## src/rtl/mem_arbiter.sv

```systemverilog
// Two-requester memory arbiter: icache (read-only) and dcache (read/write) share one
// memory port, one transaction in flight, dcache favoured with bounded icache starvation.
module mem_arbiter #(
  parameter int STARVE_MAX = 2
) (
  input  logic        clk,
  input  logic        rst_n,
  // icache
  input  logic        i_req,
  input  logic [31:0] i_addr,
  input  logic [7:0]  i_len,
  output logic        i_gnt,
  output logic        i_rvalid,
  output logic [31:0] i_rdata,
  output logic        i_rlast,
  // dcache
  input  logic        d_req,
  input  logic        d_we,
  input  logic [31:0] d_addr,
  input  logic [7:0]  d_len,
  output logic        d_gnt,
  input  logic        d_wvalid,
  input  logic [31:0] d_wdata,
  output logic        d_wready,
  output logic        d_rvalid,
  output logic [31:0] d_rdata,
  output logic        d_rlast,
  output logic        d_bdone,
  // memory
  output logic        m_avalid,
  output logic [31:0] m_addr,
  output logic        m_we,
  output logic [7:0]  m_len,
  input  logic        m_aready,
  input  logic        m_rvalid,
  input  logic [31:0] m_rdata,
  input  logic        m_rlast,
  output logic        m_wvalid,
  output logic [31:0] m_wdata,
  output logic        m_wlast,
  input  logic        m_wready,
  input  logic        m_bvalid
);

  localparam int NREQ  = 2;
  localparam int OWN_D = 0;
  localparam int OWN_I = 1;
  localparam int SW    = (STARVE_MAX > 1) ? $clog2(STARVE_MAX + 1) : 1;
  localparam logic [SW-1:0] STARVE_LIM = SW'(STARVE_MAX);

  typedef enum logic [2:0] {
    IDLE  = 3'd0,
    ADDR  = 3'd1,
    RDATA = 3'd2,
    WDATA = 3'd3,
    WRESP = 3'd4
  } state_t;

  state_t        state_reg, state_next;
  logic          owner_reg, owner_next;   // 1 = icache, 0 = dcache
  logic [31:0]   addr_reg, addr_next;
  logic [7:0]    len_reg, len_next;
  logic          we_reg, we_next;
  logic [7:0]    beat_reg, beat_next;
  logic [SW-1:0] starve_reg, starve_next;

  logic            pick_i;
  logic            rd_route;
  logic [NREQ-1:0] gnt_vec;
  logic [NREQ-1:0] rvalid_vec;
  logic [NREQ-1:0] rlast_vec;
  logic [31:0]     rdata_vec [NREQ];

  always_ff @(posedge clk) begin
    if (!rst_n) begin
      state_reg  <= IDLE;
      owner_reg  <= 1'b0;
      addr_reg   <= '0;
      len_reg    <= '0;
      we_reg     <= 1'b0;
      beat_reg   <= '0;
      starve_reg <= '0;
    end else begin
      state_reg  <= state_next;
      owner_reg  <= owner_next;
      addr_reg   <= addr_next;
      len_reg    <= len_next;
      we_reg     <= we_next;
      beat_reg   <= beat_next;
      starve_reg <= starve_next;
    end
  end

  // While rst_n is low every strobe stays quiet, so an abandoned burst emits nothing.
  always_comb begin
    state_next  = state_reg;
    owner_next  = owner_reg;
    addr_next   = addr_reg;
    len_next    = len_reg;
    we_next     = we_reg;
    beat_next   = beat_reg;
    starve_next = starve_reg;
    pick_i      = 1'b0;
    gnt_vec     = '0;
    rd_route    = 1'b0;
    m_avalid    = 1'b0;
    m_wvalid    = 1'b0;
    m_wdata     = '0;
    m_wlast     = 1'b0;
    d_wready    = 1'b0;
    d_bdone     = 1'b0;
    if (rst_n) begin
      case (state_reg)
        IDLE: begin
          if (i_req || d_req) begin
            pick_i     = i_req && (!d_req || (starve_reg == STARVE_LIM));
            owner_next = pick_i;
            addr_next  = pick_i ? i_addr : d_addr;
            len_next   = pick_i ? i_len : d_len;
            we_next    = !pick_i && d_we;
            state_next = ADDR;
          end
        end
        ADDR: begin
          m_avalid = 1'b1;
          if (m_aready) begin
            if (owner_reg) begin
              gnt_vec[OWN_I] = 1'b1;
              starve_next    = '0;
            end else begin
              gnt_vec[OWN_D] = 1'b1;
              if (i_req && (starve_reg != STARVE_LIM)) starve_next = starve_reg + 1'b1;
            end
            if (we_reg) begin
              beat_next  = len_reg;
              state_next = WDATA;
            end else begin
              state_next = RDATA;
            end
          end
        end
        RDATA: begin
          rd_route = 1'b1;
          if (m_rvalid && m_rlast) state_next = IDLE;
        end
        WDATA: begin
          m_wvalid = d_wvalid;
          m_wdata  = d_wdata;
          d_wready = m_wready;
          m_wlast  = (beat_reg == 8'd0);
          if (d_wvalid && m_wready) begin
            if (beat_reg == 8'd0) state_next = WRESP;
            else                  beat_next  = beat_reg - 8'd1;
          end
        end
        WRESP: begin
          if (m_bvalid) begin
            d_bdone    = 1'b1;
            state_next = IDLE;
          end
        end
        default: state_next = IDLE;
      endcase
    end
  end

  // Read return goes only to the requester that owns the current burst.
  for (genvar gi = 0; gi < NREQ; gi++) begin : g_route
    logic sel;
    assign sel            = rd_route && (int'(owner_reg) == gi);
    assign rvalid_vec[gi] = sel && m_rvalid;
    assign rlast_vec[gi]  = sel && m_rvalid && m_rlast;
    assign rdata_vec[gi]  = sel ? m_rdata : '0;
  end

  assign i_gnt    = gnt_vec[OWN_I];
  assign d_gnt    = gnt_vec[OWN_D];
  assign i_rvalid = rvalid_vec[OWN_I];
  assign i_rlast  = rlast_vec[OWN_I];
  assign i_rdata  = rdata_vec[OWN_I];
  assign d_rvalid = rvalid_vec[OWN_D];
  assign d_rlast  = rlast_vec[OWN_D];
  assign d_rdata  = rdata_vec[OWN_D];

  assign m_addr = rst_n ? addr_reg : '0;
  assign m_len  = rst_n ? len_reg : '0;
  assign m_we   = rst_n && we_reg;

endmodule

```

## config.mk

```make
export PLATFORM = sky130hd
export DESIGN_NAME = mem_arbiter
export DESIGN_NICKNAME = d
export VERILOG_FILES = /design/src/rtl/mem_arbiter.sv
export SDC_FILE = /design/constraint.sdc
export NUM_CORES = 1
export LEC_CHECK = 0
export ABC_AREA = 1
export BUFFER_PORTS_ARGS = -buffer_cell sky130_fd_sc_hd__buf_2
export CAP_MARGIN = 10
export CELL_PAD_IN_SITES_DETAIL_PLACEMENT = 2
export CELL_PAD_IN_SITES_GLOBAL_PLACEMENT = 2
export CORE_MARGIN = 2
export CORE_UTILIZATION = 18
export CTS_CLUSTER_DIAMETER = 60
export DETAILED_ROUTE_END_ITERATION = 7
export HOLD_SLACK_MARGIN = 0.15
export PLACE_DENSITY_LB_ADDON = 0.08
export REMOVE_ABC_BUFFERS = 1
export SLEW_MARGIN = 20
export SYNTH_ARGS = -nofsm -noshare
export SYNTH_HDL_FRONTEND = slang
export SYNTH_SLANG_ARGS = --single-unit
```

## constraint.sdc

```tcl
create_clock -name clk -period 2.2 [get_ports clk]
set_clock_uncertainty 0.15 [all_clocks]
set_input_delay 0 -clock clk [delete_from_list [all_inputs] [get_ports clk]]
set_output_delay 0 -clock clk [all_outputs]
set_load 0.01 [all_outputs]
```

==> flow_summary.json, run 1 <==
{
  "status": "finished clean",
  "relSlewSlack_pct": 63.7,
  "ios": 303,
  "die_h_um": 149,
  "synth_top_family_by_area": "simple AND/OR/NAND/NOR gates",
  "core_mm2": 0.0209,
  "synth.area.top_cells": "dfxtp_1 29%, nor2_1 13%, inv_1 13%",
  "clock.fmax_ghz": 0.497,
  "grt_use_total_pct": 16.1,
  "largest_reg_flops": 32,
  "worstHoldEndpoint": "m_wdata[0]",
  "synth_fa_ha_area_share_pct": 0.988,
  "cts_buffer_depth": 2,
  "finalWirelength_um": 19000,
  "start_util_pct": 18.2,
  "cp_num_buf_inv": 2,
  "clkSinkCount": 55,
  "drv_slew": 0,
  "end_kind": "output port",
  "synth_cell_types": 25,
  "design_area_mm2": 0.00660,
  "regToRegSetupSlack_ns": 0.25,
  "fill_cells": 2544,
  "cts_buffers": 5,
  "finalHoldWorstSlack_ns": 0.146,
  "setup_tns_ns": 0,
  "rsz0062_at_grt": "no",
  "die_area_mm2": 0.0223,
  "synthXorXnorAreaFrac_pct": 0,
  "cp_data_arrival_time_ns": 1.86,
  "dpl_cell_area_mm2": 0.00550,
  "finalSetupViolCount": 0,
  "worstMarginPinSlew_ns": 0.544,
  "path_cells": "inv_1, nor2_1, nand2_1, nor2_4, nand2_4, nor2_1, buf_2",
  "vias": 5347,
  "dp_hpwl_um": 13300,
  "drt_iter0_drc": 69,
  "synthCells": 622,
  "via_per_inst": 4.22,
  "drc": 0,
  "worstHoldStart": "d_wdata[0]",
  "hold_class": "primary input to output port",
  "syn_area_per_cell_um2": 6.11,
  "cellLeakagePower_nw": 3.96,
  "maxCapViolCount": 0,
  "routabilityCongestion": 0.764,
  "dp_cells": 1166,
  "fin_crit_sh_pct": 91.4,
  "antenna_found_initial": 0,
  "synth_mux_area_share_pct": 0,
  "grt_pass1_vias": 5762,
  "yosys.area_share.simple_pct": 26.3,
  "rr_worst_depth": 8,
  "cpMostUsedCell": "nor2_1",
  "overflow": 0,
  "drive_above_1_share_pct": 33.5,
  "final.min_clock_period_ns": 2.01,
  "multiInputGateArea_mm2": 0.00203,
  "critical_path_class": "flop to output port",
  "nets": 1148,
  "area.sequential_mm2": 0.00110,
  "die_w_um": 149,
  "cp_data_required_time_ns": 2.05,
  "power_per_cell_area_mw_per_mm2": 657,
  "firstDrtPassIters": 6,
  "port-buffer-count": 302,
  "num_rows": 53,
  "antenna_cells": 0,
  "ir_drop_v": 0.000364,
  "h-tree-depth": 2,
  "path_delay_family": "simple AND/OR/NAND/NOR gates",
  "slowest_delay_ns": 0.39,
  "grt_pass1_wl_um": 29200,
  "critPathMaxFanout": 17,
  "yosys.area.top_type_share_pct": 29.0,
  "timing.rr.end": "state_reg[0]$_SDFFE_PN0P_",
  "area_delta_synth_final_pct": 73.8,
  "grt_max_degree": 95,
  "ys_seq_elements": 55,
  "synth_seq_area_share_pct": 29.0,
  "fin_cells": 1266,
  "postRouteAntennaNets": 0,
  "worstHoldPathCells": 4,
  "netlist_area_mm2": 0.00380,
  "yosysWarnings": 0,
  "synth-compound-area-share_pct": 25.2,
  "path_clk_slew_ns": 0.08,
  "clock_latency_ns": 0.30,
  "reg2reg_from": "state_reg[1]$_SDFFE_PN0P_",
  "wl_per_cell_um": 15.0,
  "tritoncts": "done",
  "final_hold_viol_count": 0,
  "cts_root_buffer": "clkbuf_16",
  "startpoint_type": "flop",
  "cp_slowest_cell": "dfxtp_2",
  "yosys.area.top_type": "dfxtp_1"
}
-- worst max path at each step --
stage	startpoint	end	slack, ns	depth (start not counted)
finish	state_reg[1]$_SDFFE_PN0P_	i_rdata[3]	0.19	7
global route	state_reg[1]$_SDFFE_PN0P_	i_rdata[3]	0.05	7
CTS	state_reg[1]$_SDFFE_PN0P_	i_rdata[3]	-0.14	7
detailed placement	state_reg[1]$_SDFFE_PN0P_	i_rdata[3]	0.20	7
global placement	state_reg[1]$_SDFFE_PN0P_	i_rdata[3]	0.31	7
floorplan	starve_reg[0]$_SDFFE_PN0P_	addr_reg[0]$_SDFFE_PN0P_	-0.57	9
-- kinds of logic (layout without fill, tap and decap cells) --
| logic type | count (synthesis) | count (layout) |
|---|---|---|
| adder cells (fa/ha/maj) | 3 | 3 |
| AO/OA/AOI/OAI | 147 | 147 |
| buffers and inverters | 168 | 536 |
| AND/OR/NAND/NOR | 249 | 250 |
| flip-flops | 55 | 55 |
-- layout make-up --
class	count	share of cell area, %
Clock buffer	7	2.16
Clock inverter	1	0.133
Inverter	130	7.39
Multi-Input combinational cell	400	30.8
Sequential cell	55	16.7
Tap cell	275	5.21
Timing Repair Buffer	398	37.6
-- cell usage in the layout (no fill, tap or decap) --
cell | Yosys | final
buf_2 | 7 | 302
nor2_1 | 131 | 130
inv_1 | 127 | 127
nand2_1 | 92 | 91
dlygate4sd3_1 | 0 | 91
dfxtp_1 | 55 | 54
o21ai_0 | 46 | 46
o21a_1 | 40 | 40
o211ai_1 | 40 | 40
nand3_1 | 12 | 12
o21ai_1 | 10 | 10
a21oi_1 | 8 | 8
clkbuf_16 | 0 | 5
inv_2 | 3 | 3
nor2_2 | 3 | 3
nand2_2 | 4 | 3
nand4_1 | 3 | 3
ha_1 | 3 | 3
buf_4 | 0 | 3
nor3_1 | 2 | 2
nor2_4 | 1 | 2
nand2_4 | 0 | 2
buf_12 | 0 | 2
nand3_4 | 1 | 1
nand2_8 | 0 | 1
o211a_1 | 1 | 1
o21ai_2 | 1 | 1
a21oi_4 | 1 | 1
clkbuf_8 | 0 | 1
clkinv_4 | 0 | 1
clkbuf_1 | 21 | 1
dfxtp_2 | 0 | 1
-- routing by layer --
layer | vias to the layer above | GRT usage, % | part of all wire [%]
met3 | 9 | 3.46 | 6.6
met1 | 2493 | 18.0 | 41
met2 | 186 | 31.2 | 51
met5 | - | 0 | 0
met4 | 0 | 2.95 | 0.94
li1 | 2659 | - | -
-- cell usage after synthesis, drive strengths merged --
master / n
nor2: 135
dfxtp: 55
nand2: 96
nor3: 2
clkbuf: 21
nand4: 3
nand3: 13
ha: 3
o21a: 40
inv: 130
a21oi: 9
o21ai: 57
o211ai: 40
o211a: 1
buf: 17
-- power breakdown --
part	internal [mW]	total [mW]	switching, mW	leakage (nW)
Clock	0.458	0.851	0.393	0.0741
Sequential	1.27	1.40	0.126	0.453
Combinational	0.878	2.09	1.21	3.43
Total	2.61	4.34	1.73	3.96
-- metrics by stage --
step	utilization (%)	power, mW	setup WS (ns)
finish	31.6	4.34	0.190
global route	31.6	4.73	0.0521
CTS	31.4	4.40	-0.136
detailed placement	26.3	3.38	0.199
global placement	26.3	3.31	0.312
floorplan	-	2.59	-0.571
-- worst reg2reg max path: stages (launching register included) --
cell and delay [ns]:
dfxtp_2 0.39, inv_1 0.08, nor2_1 0.10, nand2_1 0.12, a21oi_1 0.18, nor2_1 0.09
dlygate4sd3_1 0.57, nand3_1 0.09, a21oi_1 0.06
-- repair_timing --
item | 4_1_cts | 5_1_grt
hold endpoints to repair | 55 | 0
setup endpoints to repair | 56 | 68
pin swaps | 0 | 3
cloned | 0 | 1
buffers inserted | 0 | 0
gates resized for setup | 0 | 7
hold buffers | 91 | 0
No activity file was read; power rests on OpenSTA's default activity.
==> inputs of run 2 (changes only) <==
Settings changed: ABC_AREA 1 to not set, CORE_UTILIZATION 18 to 19, CTS_CLUSTER_DIAMETER 60 to not set.
==> run 2 against run 1 <==
Compared with the run above: final cell count is 12% lower; highest routed layer unchanged; critical endpoint is now beat_reg[1]$_SDFFE_PN0P_; power is 29% lower; largest cell class unchanged; hold slack worse by 0.00056 ns.
==> flow_summary.json, run 2 <==
{
  "clock_latency_ns": 0.29,
  "synth_top_flop_cell": "dfxtp_1",
  "regToRegSetupSlack_ns": 0.11,
  "ir_drop_v": 0.000303,
  "timing.rr.end": "beat_reg[1]$_SDFFE_PN0P_",
  "final_cell_mix": "302 x buf_2, 107 x and2_1, 84 x dlygate4sd3_1, 55 x dfxtp_1, 51 x nor2_1",
  "cts_root_buffer": "clkbuf_16",
  "dp_hpwl_um": 13700,
  "critPathMaxFanout": 11,
  "vias": 4982,
  "nets": 1004,
  "synth_cell_types": 45,
  "yosysMostFrequentCell": "and2_1",
  "synthCells": 482,
  "rr_worst_depth": 7,
  "hold_class": "primary input to output port",
  "ios": 303,
  "grt_pass1_vias": 5333,
  "reg2reg_from": "beat_reg[1]$_SDFFE_PN0P_",
  "final.min_clock_period_ns": 2.09,
  "h-tree-depth": 2,
  "dp_cells": 1019,
  "antenna_found_initial": 0,
  "setup_tns_ns": 0,
  "routabilityCongestion": 0.824,
  "cellLeakagePower_nw": 3.62,
  "postRouteAntennaNets": 0,
  "critical_path_class": "flop to flop",
  "cts_buffer_depth": 2,
  "cp_data_arrival_time_ns": 2.16,
  "yosys.area.top_type": "dfxtp_1",
  "fin_crit_sh_pct": 95.0,
  "wl_per_cell_um": 17.5,
  "antenna_cells": 0,
  "dpl_cell_area_mm2": 0.00559,
  "grt_use_total_pct": 17.3,
  "finish.utilization_pct": 34.0,
  "layout_commonest_cell": "buf_2",
  "endpoint": "beat_reg[1]$_SDFFE_PN0P_",
  "start_util_pct": 19.4,
  "die_w_um": 145,
  "worstMarginPinSlew_ns": 0.543,
  "path_clk_slew_ns": 0.07,
  "syn_area_per_cell_um2": 7.82,
  "synth_seq_area_share_pct": 29.2,
  "clock.fmax_ghz": 0.479,
  "area.sequential_mm2": 0.00110,
  "power_per_cell_area_mw_per_mm2": 464,
  "synth_common_cells": "107 x and2_1, 55 x dfxtp_1, 51 x nor2_1, 43 x a211oi_1, 40 x mux2i_1",
  "netlist_area_mm2": 0.00377,
  "yosysWarnings": 0,
  "maxCapViolCount": 0,
  "core_mm2": 0.0195,
  "multiInputGateArea_mm2": 0.00249,
  "drive_above_1_share_pct": 40.0,
  "grt_max_degree": 82,
  "finalWirelength_um": 19500,
  "ys_seq_elements": 55,
  "drt_iter0_drc": 116,
  "num_rows": 51,
  "synth-edff-count": 0,
  "synth.area.top_cells": "dfxtp_1 29%, and2_1 18%, mux2i_1 11%",
  "largest_reg_flops": 32,
  "drv_slew": 0,
  "finalSetupViolCount": 0,
  "overflow": 0,
  "design_area_mm2": 0.00662,
  "startpoint_type": "flop",
  "port-buffer-count": 302,
  "crit_path_start": "beat_reg[1]$_SDFFE_PN0P_",
  "drc": 0,
  "rsz0062_at_grt": "yes",
  "via_per_inst": 4.48,
  "clkSinkCount": 55,
  "yosys.area.top_type_share_pct": 29.2,
  "grt_pass1_wl_um": 28700,
  "status": "finished clean",
  "fill_cells": 2303,
  "firstDrtPassIters": 4,
  "relSlewSlack_pct": 63.7,
  "final_hold_viol_count": 0,
  "cp_data_required_time_ns": 2.27,
  "die_area_mm2": 0.0210,
  "cts_buffers": 5,
  "fin_cells": 1112,
  "end_kind": "flop",
  "die_h_um": 145,
  "tritoncts": "done",
  "area_delta_synth_final_pct": 75.8,
  "synthArstFlopShare_pct": 0
}
## run 2: cell count changes in the layout (fill, tap and decap cells not counted), moves of 10 or more
cell and delta:
o211ai_1 -40, o21ai_0 -44, o21a_1 -40, and3_1 +38
nor2_1 -79, inv_1 -121, o21ai_1 -10, mux2i_1 +40
nand2_1 -82, a211oi_1 +43, and2_1 +107
## run 2: how the worst min path moves through the flow
stage / from / to / slack (ns) / cells past startpoint
floorplan: rst_n / d_bdone / -0.03 / 2
detailed placement: d_we / we_reg$_SDFFE_PN0P_ / 0.13 / 3
finish: m_rdata[14] / d_rdata[14] / 0.15 / 3
global route: m_rdata[9] / i_rdata[9] / 0.17 / 3
global placement: d_we / we_reg$_SDFFE_PN0P_ / 0.13 / 3
CTS: m_rlast / state_reg[0]$_SDFFE_PN0P_ / 0.15 / 4
## run 2: kinds of logic (layout without fill, tap and decap cells)
group / Yosys count / in the layout / share of synthesized area, %
AND/OR/NAND/NOR: 247 / 247 / 37.5
AO/OA/AOI/OAI: 84 / 84 / 15.8
flip-flops: 55 / 55 / 29.2
buffers and inverters: 53 / 418 / 5.78
multiplexers: 40 / 40 / 10.6
adder cells (fa/ha/maj): 3 / 3 / 0.996
## run 2: layout make-up
type | instances | share of cell area [%]
inverter | 8 | 0.453
sequential | 55 | 16.6
timing repair buffer | 402 | 38.0
clock inverter | 1 | 0.132
tap | 265 | 5.01
multi-input combinational | 374 | 37.6
clock buffer | 7 | 2.15
## run 2: worst max-delay path: stages, from the launching register on
cell     delay, ns
dfxtp_1       0.42
inv_1         0.10
ha_1          0.19
or3b_4        0.25
nor3_1        0.05
buf_4         0.17
or4b_1        0.52
a21oi_1       0.17
## run 2: metal layers
layer / up-vias / wire (um) / global-route usage (%)
met3: 11 / 1580 / 4.11
met2: 193 / 9870 / 33.1
met4: 0 / 211 / 3.37
li1: 2409 / - / -
met1: 2369 / 7860 / 19.3
met5: - / 0 / 0
## run 2: what timing repair did
action,in CTS,in global routing
endpoints found under the hold margin,45,0
gates resized for setup,1,6
setup endpoints to repair,1,30
buffers inserted,0,0
hold buffers,84,0
gates cloned,0,1
pin swaps,0,0
## run 2: power by group
part / switching [mW] / internal [mW] / total (mW)
registers: 0.0785 / 1.12 / 1.20
logic: 0.528 / 0.507 / 1.03
clock network: 0.382 / 0.457 / 0.839
total: 0.988 / 2.08 / 3.07
## run 2: metrics by stage
stage / power (mW) / hold slack, ns / setup WS [ns]
finish: 3.07 / 0.146 / 0.110
floorplan: 1.68 / -0.0280 / -1.80
CTS: 3.09 / 0.151 / 0.0379
global placement: 2.06 / 0.130 / 0.180
detailed placement: 2.11 / 0.134 / 0.126
global route: 3.28 / 0.167 / 0.00103
